### config.mk
export PLATFORM = sky130hd
export DESIGN_NAME = pipeline_perf_counter
export DESIGN_NICKNAME = d
export VERILOG_FILES = /design/src/rtl/pipeline_perf_pkg.sv /design/src/rtl/perf_sat_counter.sv /design/src/rtl/pipeline_perf_counter.sv
export SDC_FILE = /design/constraint.sdc
export NUM_CORES = 1
export LEC_CHECK = 0
export ABC_CLOCK_PERIOD_IN_PS = 2600
export CORE_MARGIN = 4
export CORE_UTILIZATION = 60
export DETAILED_ROUTE_END_ITERATION = 8
export GPL_ROUTABILITY_DRIVEN = 0
export PLACE_DENSITY = 0.88
export REMOVE_ABC_BUFFERS = 1
export SLEW_MARGIN = 10
export SYNTH_ARGS = -nofsm -noshare
export SYNTH_HDL_FRONTEND = slang
export SYNTH_SLANG_ARGS = --single-unit
### constraint.sdc
create_clock -name clk_i -period 2.6 [get_ports clk_i]
set_input_delay 0.26 -clock clk_i [delete_from_list [all_inputs] [get_ports clk_i]]
set_output_delay 0.26 -clock clk_i [all_outputs]
set_load 0.01 [all_outputs]
### src/rtl/pipeline_perf_pkg.sv
// Shared types and constants for the pipeline performance counter.
// PERF_RETIRE_EN selects the four-beat readout that carries the retire count.
package pipeline_perf_pkg;

   localparam int unsigned CNT_W_DEFAULT = 32;

   typedef enum logic [1:0] {
      StIdle,
      StCount,
      StSnap,
      StHalt
   } perf_state_e;

   localparam logic [1:0] BEAT_CYC    = 2'd0;
   localparam logic [1:0] BEAT_STALL  = 2'd1;
   localparam logic [1:0] BEAT_FLUSH  = 2'd2;
   localparam logic [1:0] BEAT_RETIRE = 2'd3;

`ifdef PERF_RETIRE_EN
   localparam logic [1:0] BEAT_LAST = BEAT_RETIRE;
`else
   localparam logic [1:0] BEAT_LAST = BEAT_FLUSH;
`endif

endpackage

### src/rtl/perf_sat_counter.sv
// Saturating event counter: increments on en_i & inc_i, sticks at all-ones, clr_i wins.
module perf_sat_counter #(
   parameter int unsigned Width = 32
) (
   input  logic             clk_i,
   input  logic             rst_i,
   input  logic             clr_i,
   input  logic             en_i,
   input  logic             inc_i,
   output logic [Width-1:0] cnt_o
);

   logic [Width-1:0] cnt_d, cnt_q;

   always_comb begin
      cnt_d = cnt_q;
      if (clr_i) begin
         cnt_d = '0;
      end else if (en_i && inc_i && (cnt_q != {Width{1'b1}})) begin
         cnt_d = cnt_q + Width'(1);
      end
   end

   always_ff @(posedge clk_i or negedge rst_i) begin
      if (!rst_i) begin
         cnt_q <= '0;
      end else begin
         cnt_q <= cnt_d;
      end
   end

   assign cnt_o = cnt_q;

endmodule

### src/rtl/pipeline_perf_counter.sv
// Pipeline event counters with snapshot shadows and a valid/ready beat readout.
// Define PERF_RETIRE_EN to add the retire counter and its readout beat.
module pipeline_perf_counter
   import pipeline_perf_pkg::*;
#(
   parameter int unsigned CNT_W = CNT_W_DEFAULT
) (
   input  logic             clk_i,
   input  logic             rst_i,
   input  logic             start_i,
   input  logic             stall_i,
   input  logic             branch_i,
   input  logic             flush_i,
   input  logic             retire_i,
   input  logic             clear_i,
   input  logic             snap_i,
   input  logic [CNT_W-1:0] limit_i,
   output logic             rd_valid_o,
   input  logic             rd_ready_i,
   output logic [31:0]      rd_data_o,
   output logic [1:0]       rd_sel_o,
   output logic             rd_last_o,
   output logic             done_o
);

   perf_state_e      state_q, state_d;
   logic [1:0]       beat_q, beat_d;
   logic             lim_snap_q, lim_snap_d;
   logic [CNT_W-1:0] cyc_cnt, stall_cnt, flush_cnt;
   logic [CNT_W-1:0] cyc_sh_q, stall_sh_q, flush_sh_q;
   logic             limit_hit, take_snap, cnt_en, stall_ev;

   // Reaching the limit freezes counting; a limit snapshot keeps it frozen through readout.
   assign limit_hit = (limit_i != '0) && (cyc_cnt == limit_i);
   assign take_snap = (state_q == StCount) && (snap_i || limit_hit) && !clear_i;
   assign cnt_en    = start_i && !limit_hit &&
                      ((state_q == StCount) || ((state_q == StSnap) && !lim_snap_q));
   assign stall_ev  = stall_i & ~branch_i;

   perf_sat_counter #(
      .Width(CNT_W)
   ) u_cyc_cnt (
      .clk_i (clk_i),
      .rst_i (rst_i),
      .clr_i (clear_i),
      .en_i  (cnt_en),
      .inc_i (1'b1),
      .cnt_o (cyc_cnt)
   );

   perf_sat_counter #(
      .Width(CNT_W)
   ) u_stall_cnt (
      .clk_i (clk_i),
      .rst_i (rst_i),
      .clr_i (clear_i),
      .en_i  (cnt_en),
      .inc_i (stall_ev),
      .cnt_o (stall_cnt)
   );

   perf_sat_counter #(
      .Width(CNT_W)
   ) u_flush_cnt (
      .clk_i (clk_i),
      .rst_i (rst_i),
      .clr_i (clear_i),
      .en_i  (cnt_en),
      .inc_i (flush_i),
      .cnt_o (flush_cnt)
   );

`ifdef PERF_RETIRE_EN
   logic [CNT_W-1:0] retire_cnt, retire_sh_q;

   perf_sat_counter #(
      .Width(CNT_W)
   ) u_retire_cnt (
      .clk_i (clk_i),
      .rst_i (rst_i),
      .clr_i (clear_i),
      .en_i  (cnt_en),
      .inc_i (retire_i),
      .cnt_o (retire_cnt)
   );

   always_ff @(posedge clk_i or negedge rst_i) begin
      if (!rst_i) begin
         retire_sh_q <= '0;
      end else if (clear_i) begin
         retire_sh_q <= '0;
      end else if (take_snap) begin
         retire_sh_q <= retire_cnt;
      end
   end
`else
   logic unused_retire;
   assign unused_retire = retire_i;
`endif

   // Shadows capture pre-edge counts, so events sampled on the snapshot edge are excluded.
   always_ff @(posedge clk_i or negedge rst_i) begin
      if (!rst_i) begin
         cyc_sh_q   <= '0;
         stall_sh_q <= '0;
         flush_sh_q <= '0;
      end else if (clear_i) begin
         cyc_sh_q   <= '0;
         stall_sh_q <= '0;
         flush_sh_q <= '0;
      end else if (take_snap) begin
         cyc_sh_q   <= cyc_cnt;
         stall_sh_q <= stall_cnt;
         flush_sh_q <= flush_cnt;
      end
   end

   always_comb begin
      state_d    = state_q;
      beat_d     = beat_q;
      lim_snap_d = lim_snap_q;
      if (clear_i) begin
         state_d    = StIdle;
         beat_d     = BEAT_CYC;
         lim_snap_d = 1'b0;
      end else begin
         unique case (state_q)
            StIdle: begin
               if (start_i) begin
                  state_d = StCount;
               end
            end
            StCount: begin
               if (take_snap) begin
                  state_d    = StSnap;
                  beat_d     = BEAT_CYC;
                  lim_snap_d = limit_hit;
               end
            end
            StSnap: begin
               if (rd_ready_i) begin
                  if (beat_q == BEAT_LAST) begin
                     state_d    = lim_snap_q ? StHalt : StCount;
                     beat_d     = BEAT_CYC;
                     lim_snap_d = 1'b0;
                  end else begin
                     beat_d = beat_q + 2'd1;
                  end
               end
            end
            StHalt: begin
               state_d = StHalt;
            end
            default: begin
               state_d = StIdle;
            end
         endcase
      end
   end

   always_ff @(posedge clk_i or negedge rst_i) begin
      if (!rst_i) begin
         state_q    <= StIdle;
         beat_q     <= BEAT_CYC;
         lim_snap_q <= 1'b0;
      end else begin
         state_q    <= state_d;
         beat_q     <= beat_d;
         lim_snap_q <= lim_snap_d;
      end
   end

   always_comb begin
      rd_data_o = '0;
      unique case (beat_q)
         BEAT_CYC:    rd_data_o[CNT_W-1:0] = cyc_sh_q;
         BEAT_STALL:  rd_data_o[CNT_W-1:0] = stall_sh_q;
         BEAT_FLUSH:  rd_data_o[CNT_W-1:0] = flush_sh_q;
`ifdef PERF_RETIRE_EN
         BEAT_RETIRE: rd_data_o[CNT_W-1:0] = retire_sh_q;
`endif
         default:     rd_data_o = '0;
      endcase
   end

   assign rd_valid_o = (state_q == StSnap);
   assign rd_sel_o   = beat_q;
   assign rd_last_o  = rd_valid_o && (beat_q == BEAT_LAST);
   assign done_o     = (state_q == StHalt);

endmodule

==> results of run 1 <==
## power by group
part | switching (µW) | internal, µW
combinational | 343 | 257
sequential | 11.2 | 3070
clock | 1170 | 1540
total | 1520 | 4870
## routing by layer
layer	share of wire [%]	routed length (µm)
met3	7.0	2090
met4	3.5	1040
met1	40	11900
met2	49	14700
met5	0	0
## cells by family (layout without fill, tap and decap cells)
logic type / after synthesis / count (layout) / share of synthesized area, %
adder cells (fa/ha/maj): 3 / 3 / 0.336
buffers and inverters: 131 / 253 / 5.49
flip-flops: 197 / 197 / 44.1
XOR/XNOR: 32 / 32 / 2.51
multiplexers: 192 / 192 / 18.0
AO/OA/AOI/OAI: 113 / 113 / 6.40
AND/OR/NAND/NOR: 480 / 480 / 23.1
## state kept, by name, summed over array words and instances (netlist names)
name	cells
state_q	2
u_stall_cnt.cnt_o	32
stall_sh_q	32
flush_sh_q	32
u_cyc_cnt.cnt_o	32
lim_snap_q	1
u_flush_cnt.cnt_o	32
rd_sel_o	2
cyc_sh_q	32
## synthesized netlist by cell type (3+ instances only)
cell      count  area, µm²
clkbuf_1     42        158
nand4_1      40        250
a21oi_1      33        165
or2_2        32        200
nand2_1     132        495
o21ai_1       4       20.0
mux2_1       51        574
nand3_1      28        140
o31ai_1      25        188
buf_1         3       11.3
and4_1        9       78.8
mux2_2       24        270
nor4_1       29        181
nand2b_1      5       31.3
nor2_1       45        169
a31o_2        4       35.0
o31ai_4       3       63.8
inv_1        61        229
buf_6        14        158
and2_1        8       50.1
or4_1        30        225
o21ai_0      38        190
and3_1       15       93.8
xnor2_1      32        280
mux2i_1     117       1170
nor4b_1       4       35.0
or3_1         6       37.5
dfrtp_1     197       4930
nor2b_1      46        288
buf_2        10       50.1
nor3_1       39        195
ha_1          3       37.5
## final timing paths
kind / to / cells after the start
max: u_flush_cnt.cnt_o[21]$_DFFE_PN0P_ / 8
min: u_flush_cnt.cnt_o[11]$_DFFE_PN0P_ / 2
max reg2reg: u_flush_cnt.cnt_o[21]$_DFFE_PN0P_ / 8
min reg2reg: flush_sh_q[18]$_DFFE_PN0P_ / 1
max in group asynchronous: u_flush_cnt.cnt_o[25]$_DFFE_PN0P_ / 3
min in group asynchronous: stall_sh_q[0]$_DFFE_PN0P_ / 2
## per-stage QoR
step	util (%)	setup TNS (ns)	instances	power, µW
after floorplan	-	-604.69	1078	3420
after global placement	69.2	-21.49	1461	3690
after detailed placement	69.2	-37.72	1461	3700
after CTS	72.6	0	1495	6380
after global routing	73.7	-1.49	1499	6590
final	73.7	-0.442	1499	6390
## area by class of cell
| cell class | instances | area [µm²] |
|---|---|---|
| Timing Repair Buffer | 160 | 1540 |
| Inverter | 61 | 229 |
| Sequential cell | 197 | 4940 |
| Multi-Input combinational cell | 820 | 5780 |
| Tap cell | 229 | 287 |
| Fill cell | 1147 | 4780 |
| Clock buffer | 19 | 443 |
| Clock inverter | 13 | 156 |
## worst register-to-register path, stage by stage (launching register included)
cell and delay, ns:
dfrtp_1 0.45, xnor2_2 0.24, nand4_1 0.13, or4_4 0.60, o31ai_4 0.38, buf_6 0.17, clkbuf_16 0.19, nor3_1 0.08
mux2_1 0.31
## cells in the final DEF (no fill, tap or decap), types with 28 or more instances in the layout
| cell type | Yosys | routed |
|---|---|---|
| a21oi_1 | 33 | 32 |
| buf_4 | 1 | 71 |
| clkdlybuf4s50_1 | 0 | 75 |
| dfrtp_1 | 197 | 191 |
| inv_1 | 61 | 61 |
| mux2_1 | 51 | 51 |
| mux2i_1 | 117 | 117 |
| nand2_1 | 132 | 132 |
| nand3_1 | 28 | 28 |
| nand4_1 | 40 | 40 |
| nor2_1 | 45 | 44 |
| nor2b_1 | 46 | 45 |
| nor3_1 | 39 | 37 |
| nor4_1 | 29 | 29 |
| o21ai_0 | 38 | 37 |
| or2_2 | 32 | 32 |
| or4_1 | 30 | 29 |
## timing repair
item	4_1_cts	5_1_grt
pin swaps	1	6
setup endpoints to repair	7	145
hold buffers	1	0
cloned	0	1
hold endpoints to repair	48	0
resized for setup	2	26
setup buffers	1	3
==> impl_metrics.csv, run 1 <==
group,metric,value,unit
run_status,status,"finished, violations left",
run_status,violations,"negative setup slack",
clock_network,cts_made_buffers,17,
synthesis,syn_inst,1148,
min_path,hold_path_class,"primary input to flop",
floorplan,coreArea,18100,µm²
synthesis,synthDistinctLibCells,47,
floorplan,fp.dieW,144,µm
cells_and_area,diodes,0,
critical_path,reg2reg_from,"u_cyc_cnt.cnt_o[10]$_DFFE_PN0P_",
cells_and_area,final_cell_area,13400,µm²
critical_path,crit_path_start_kind,"flop",
sta,fin_crit_sh,102,%
critical_path,critPathMaxStageDelay,0.60,ns
synthesis,yosysWarnings,0,
synthesis,synth_area,11200,µm²
min_path,min_from,"clear_i",
job,maxCapViolCount,0,
power,p_per_area,478,nW/µm²
grt,grtUsageMet1,37.9,%
critical_path,startpoint,"u_cyc_cnt.cnt_o[10]$_DFFE_PN0P_",
drt,wl_per_cell,19.9,µm
clock_network,clockBufferDepth,2,
sta,holdWs,0.265,ns
critical_path,crit_type,"flop to flop",
drt,drt-initial-drc-count,939,
cells_and_area,syn2layout_area_growth,19.7,%
grt,grt_pass1_wl,46900,µm
synthesis,synthArstFlopShare,100,%
place,place_area,12600,µm²
clock_network,cts_tree,"built",
synthesis,seq_area_frac_synth,44.1,%
grt,grt_max_degree,64,
power,vdd_drop_max,0.470,mV
clock_network,h-tree-depth,4,
clock_network,clk_pin_slew,0.07,ns
grt,track_usage,28.4,%
grt,antenna_found_initial,0,
place,port_buffers,77,
sta,timing.final.crit_period,2.65,ns
critical_path,critPathMaxFanout,19,
grt,use_met2,47.0,%
floorplan,initial_utilization,61.5,%
grt,grt_pass1_vias,9200,
cells_and_area,fin_nets,1302,
sta,slew_headroom,56.6,%
sta,finalSetupViolations,18,
synthesis,synthFlopType,"dfrtp_1",
synthesis,synth_seq_cells,197,
critical_path,regToRegSetupSlack,-0.05,ns
sta,final.setup.worst_slack,-0.0508,ns
critical_path,cp_data_required_time,2.92,ns
place,hpwl,20400,µm
sta,max_freq,377,MHz
clock_network,cts_root_buf,"clkbuf_16",
critical_path,cp_slowest_cell,"or4_4",
grt,grt.met3_usage,4.30,%
grt,top_usage_layer,"met2",
critical_path,cp_num_buf_inv,2,
floorplan,num_io_pins,79,
sta,hold_violations,0,
floorplan,die_area,20900,µm²
synthesis,synth_edf_count,0,
drt,drc,0,
power,leakage,0.00559,µW
critical_path,path_cells,"xnor2_2, nand4_1, or4_4, o31ai_4, buf_6, clkbuf_16, nor3_1, mux2_1",
drt,vias_per_cell,6.33,
sta,drv_slew,0,
place,pre_cts_slack,-0.281,ns
clock_network,cts.sinks,197,
critical_path,crit_arrival,2.98,ns
drt,wirelength,29800,µm
cells_and_area,drive_above_1_share,16.5,%
clock_network,insertion_delay,0.44,ns
drt,antenna_left,0,
floorplan,core.rowCount,49,
grt,grt-ovfl-total,0,
critical_path,end_kind,"flop",
drt,drt-pass1-iter-count,5,
critical_path,crit_family,"simple AND/OR/NAND/NOR gates",
drt,vias,9483,
sta,worst_slew_pin_slew,0.647,ns
floorplan,die_h,144,µm
synthesis,avgSynthCellArea,9.73,µm²
sta,fin_skew,0.00799,ns
(Power assumes the default switching activity.)
==> run 2: changes to the inputs <==
--- a/config.mk
+++ b/config.mk
@@ -7,10 +7,10 @@
 export LEC_CHECK = 0
 export ABC_CLOCK_PERIOD_IN_PS = 2600
 export CORE_MARGIN = 4
-export CORE_UTILIZATION = 60
+export CORE_UTILIZATION = 30
 export DETAILED_ROUTE_END_ITERATION = 8
 export GPL_ROUTABILITY_DRIVEN = 0
-export PLACE_DENSITY = 0.88
+export PLACE_DENSITY = 0.52
 export REMOVE_ABC_BUFFERS = 1
 export SLEW_MARGIN = 10
 export SYNTH_ARGS = -nofsm -noshare
==> run 2 against run 1 <==
Against the previous run: wire length up 2.0%; first-iteration DRC count shrank 36%; the flow now finishes without violations; via count shrank 7.3%.
==> impl_metrics.csv, run 2 (same netlist as run 1, synthesis figures left out) <==
group,metric,value,unit
min_path,hold_path_class,"primary input to flop",
cells_and_area,nFillCells,3608,
power,p_per_area,473,nW/µm²
critical_path,critPathMaxStageDelay,0.58,ns
sta,rsz0062_at_grt,"false",
job,maxCapViolCount,0,
drt,antenna_left,0,
sta,final.setup.worst_slack,0.0843,ns
place,port_buffers,77,
sta,fin_crit_sh,96.8,%
critical_path,cp_slowest_cell,"or4_4",
cells_and_area,final_cell_area,13800,µm²
sta,drv_slew,0,
drt,drt-pass1-iter-count,5,
clock_network,h-tree-depth,4,
grt,track_usage,14.9,%
critical_path,cp_num_cells,9,
min_path,min_from,"clear_i",
sta,fin_skew,0.0140,ns
cells_and_area,syn2layout_area_growth,23.3,%
place,hpwl,22300,µm
min_path,worstHoldEndpoint,"u_cyc_cnt.cnt_o[24]$_DFFE_PN0P_",
sta,timing.final.crit_period,2.52,ns
drt,wirelength,30400,µm
sta,finalSetupViolations,0,
floorplan,initial_utilization,30.4,%
critical_path,end_kind,"flop",
sta,slew_headroom,63.3,%
cells_and_area,fin_cells,1752,
cells_and_area,final_cell_mix,"dfrtp_1, nand2_1, mux2i_1",
cells_and_area,seq_area,4940,µm²
cells_and_area,multi_input_area,5720,µm²
floorplan,core.rowCount,70,
drt,drt-initial-drc-count,604,
grt,grt_pass1_wl,48600,µm
place,pre_cts_slack,-0.280,ns
critical_path,regToRegSetupSlack,0.08,ns
critical_path,rr_worst_depth,9,
grt,grt-ovfl-total,0,
critical_path,crit_path_start_kind,"flop",
critical_path,cp_num_buf_inv,3,
min_path,hold_depth,3,
cells_and_area,fin_nets,1316,
critical_path,reg2reg_from,"u_cyc_cnt.cnt_o[19]$_DFFE_PN0P_",
floorplan,fp.dieW,201,µm
drt,vias_per_cell,5.02,
critical_path,r2r-end,"u_stall_cnt.cnt_o[17]$_DFFE_PN0P_",
floorplan,coreArea,36700,µm²
cells_and_area,drive_above_1_share,16.7,%
cells_and_area,layout_commonest_cell,"dfrtp_1",
critical_path,cp_common_cell,"buf_4",
clock_network,cts_made_buffers,17,
drt,wl_per_cell,17.3,µm
sta,setup_tns,0,ns
critical_path,crit_family,"simple AND/OR/NAND/NOR gates",
grt,grt_pass1_vias,8568,
grt,antenna_found_initial,0,
critical_path,cp_data_required_time,2.91,ns
clock_network,cts_root_buf,"clkbuf_16",
clock_network,insertion_delay,0.44,ns
power,leakage,0.00564,µW
place,place_area,13000,µm²
cells_and_area,diodes,0,
clock_network,clockBufferDepth,2,
clock_network,cts_tree,"built",
power,finalPower,6520,µW
critical_path,crit_arrival,2.83,ns
floorplan,num_io_pins,79,
run_status,status,"finished clean",
critical_path,path_cells,"xnor2_1, nand4_1, or4_4, o31ai_4, buf_4, clkbuf_16, buf_4, nor3_1, mux2i_1",
clock_network,cts.sinks,197,
power,vdd_drop_max,0.442,mV
sta,max_freq,397,MHz
drt,drc,0,
critical_path,critPathMaxFanout,23,
clock_network,clk_pin_slew,0.08,ns
sta,hold_violations,0,
floorplan,die_area,40400,µm²
drt,vias,8790,
sta,worst_slew_pin_slew,0.550,ns
floorplan,die_h,201,µm
critical_path,crit_type,"flop to flop",
place,placedCellCount,1717,
grt,grt_max_degree,80,
run 2: cell types whose count changed in the layout (fill, tap and decap cells not counted), moves of 2 or more:
cell	previous run	this run
buf_4	71	83
nor3_1	37	39
xnor2_2	15	8
nor3_2	2	0
inv_6	1	4
clkinv_2	5	0
xnor2_1	17	24
buf_12	9	13
buf_6	2	0
run 2: layout make-up:
class,count,share of cell area (%)
Sequential cell,197,35.8
Clock inverter,12,1.21
Multi-Input combinational cell,820,41.5
Inverter,61,1.66
Clock buffer,20,3.31
Tap cell,468,4.25
Timing Repair Buffer,174,12.2
run 2: stage by stage:
stage / hold WS, ns / utilization (%)
2_1_floorplan: -0.0356 / -
3_3_place_gp: 0.291 / 35.5
3_5_place_dp: 0.292 / 35.5
4_1_cts: 0.295 / 37.3
5_1_grt: 0.318 / 37.5
6_report: 0.314 / 37.5
run 2: metal layers:
| layer | part of all wire [%] | vias up | routed length [µm] | global-route usage, % |
|---|---|---|---|---|
| met1 | 50 | 4307 | 15200 | 21.7 |
| met3 | 2.7 | 20 | 820 | 2.26 |
| met4 | 1.2 | 0 | 376 | 3.52 |
| met2 | 46 | 140 | 13900 | 23.3 |
| met5 | 0 | - | 0 | 0 |
| li1 | - | 4323 | - | - |
run 2: worst max-delay path by stage:
stage	start	end
global placement	limit_i[31]	u_flush_cnt.cnt_o[29]$_DFFE_PN0P_
finish	u_cyc_cnt.cnt_o[19]$_DFFE_PN0P_	u_stall_cnt.cnt_o[17]$_DFFE_PN0P_
global route	u_cyc_cnt.cnt_o[24]$_DFFE_PN0P_	stall_sh_q[6]$_DFFE_PN0P_
detailed placement	limit_i[11]	u_flush_cnt.cnt_o[29]$_DFFE_PN0P_
floorplan	limit_i[25]	cyc_sh_q[13]$_DFFE_PN0P_
CTS	u_cyc_cnt.cnt_o[18]$_DFFE_PN0P_	u_flush_cnt.cnt_o[29]$_DFFE_PN0P_
run 2: power breakdown:
| part | switching (µW) | internal, µW | total (µW) |
|---|---|---|---|
| clock | 1240 | 1590 | 2820 |
| combinational | 345 | 269 | 614 |
| sequential | 10.5 | 3070 | 3080 |
run 2: worst reg2reg max path: cells and delay by family (launching register included):
family,cells,cell delay [ns]
flip-flops,1,0.41
AO/OA/AOI/OAI,1,0.31
XOR/XNOR,1,0.24
multiplexers,1,0.13
AND/OR/NAND/NOR,3,0.76
buffers and inverters,3,0.52
run 2: repair_timing:
action                                  4_1_cts  5_1_grt
pin swaps                                     0        5
hold buffers                                  1        0
resized for setup                             2       14
endpoints found under the setup margin        4       77
hold endpoints to repair                     55        0
gates cloned                                  0        1
buffers inserted                              0        1
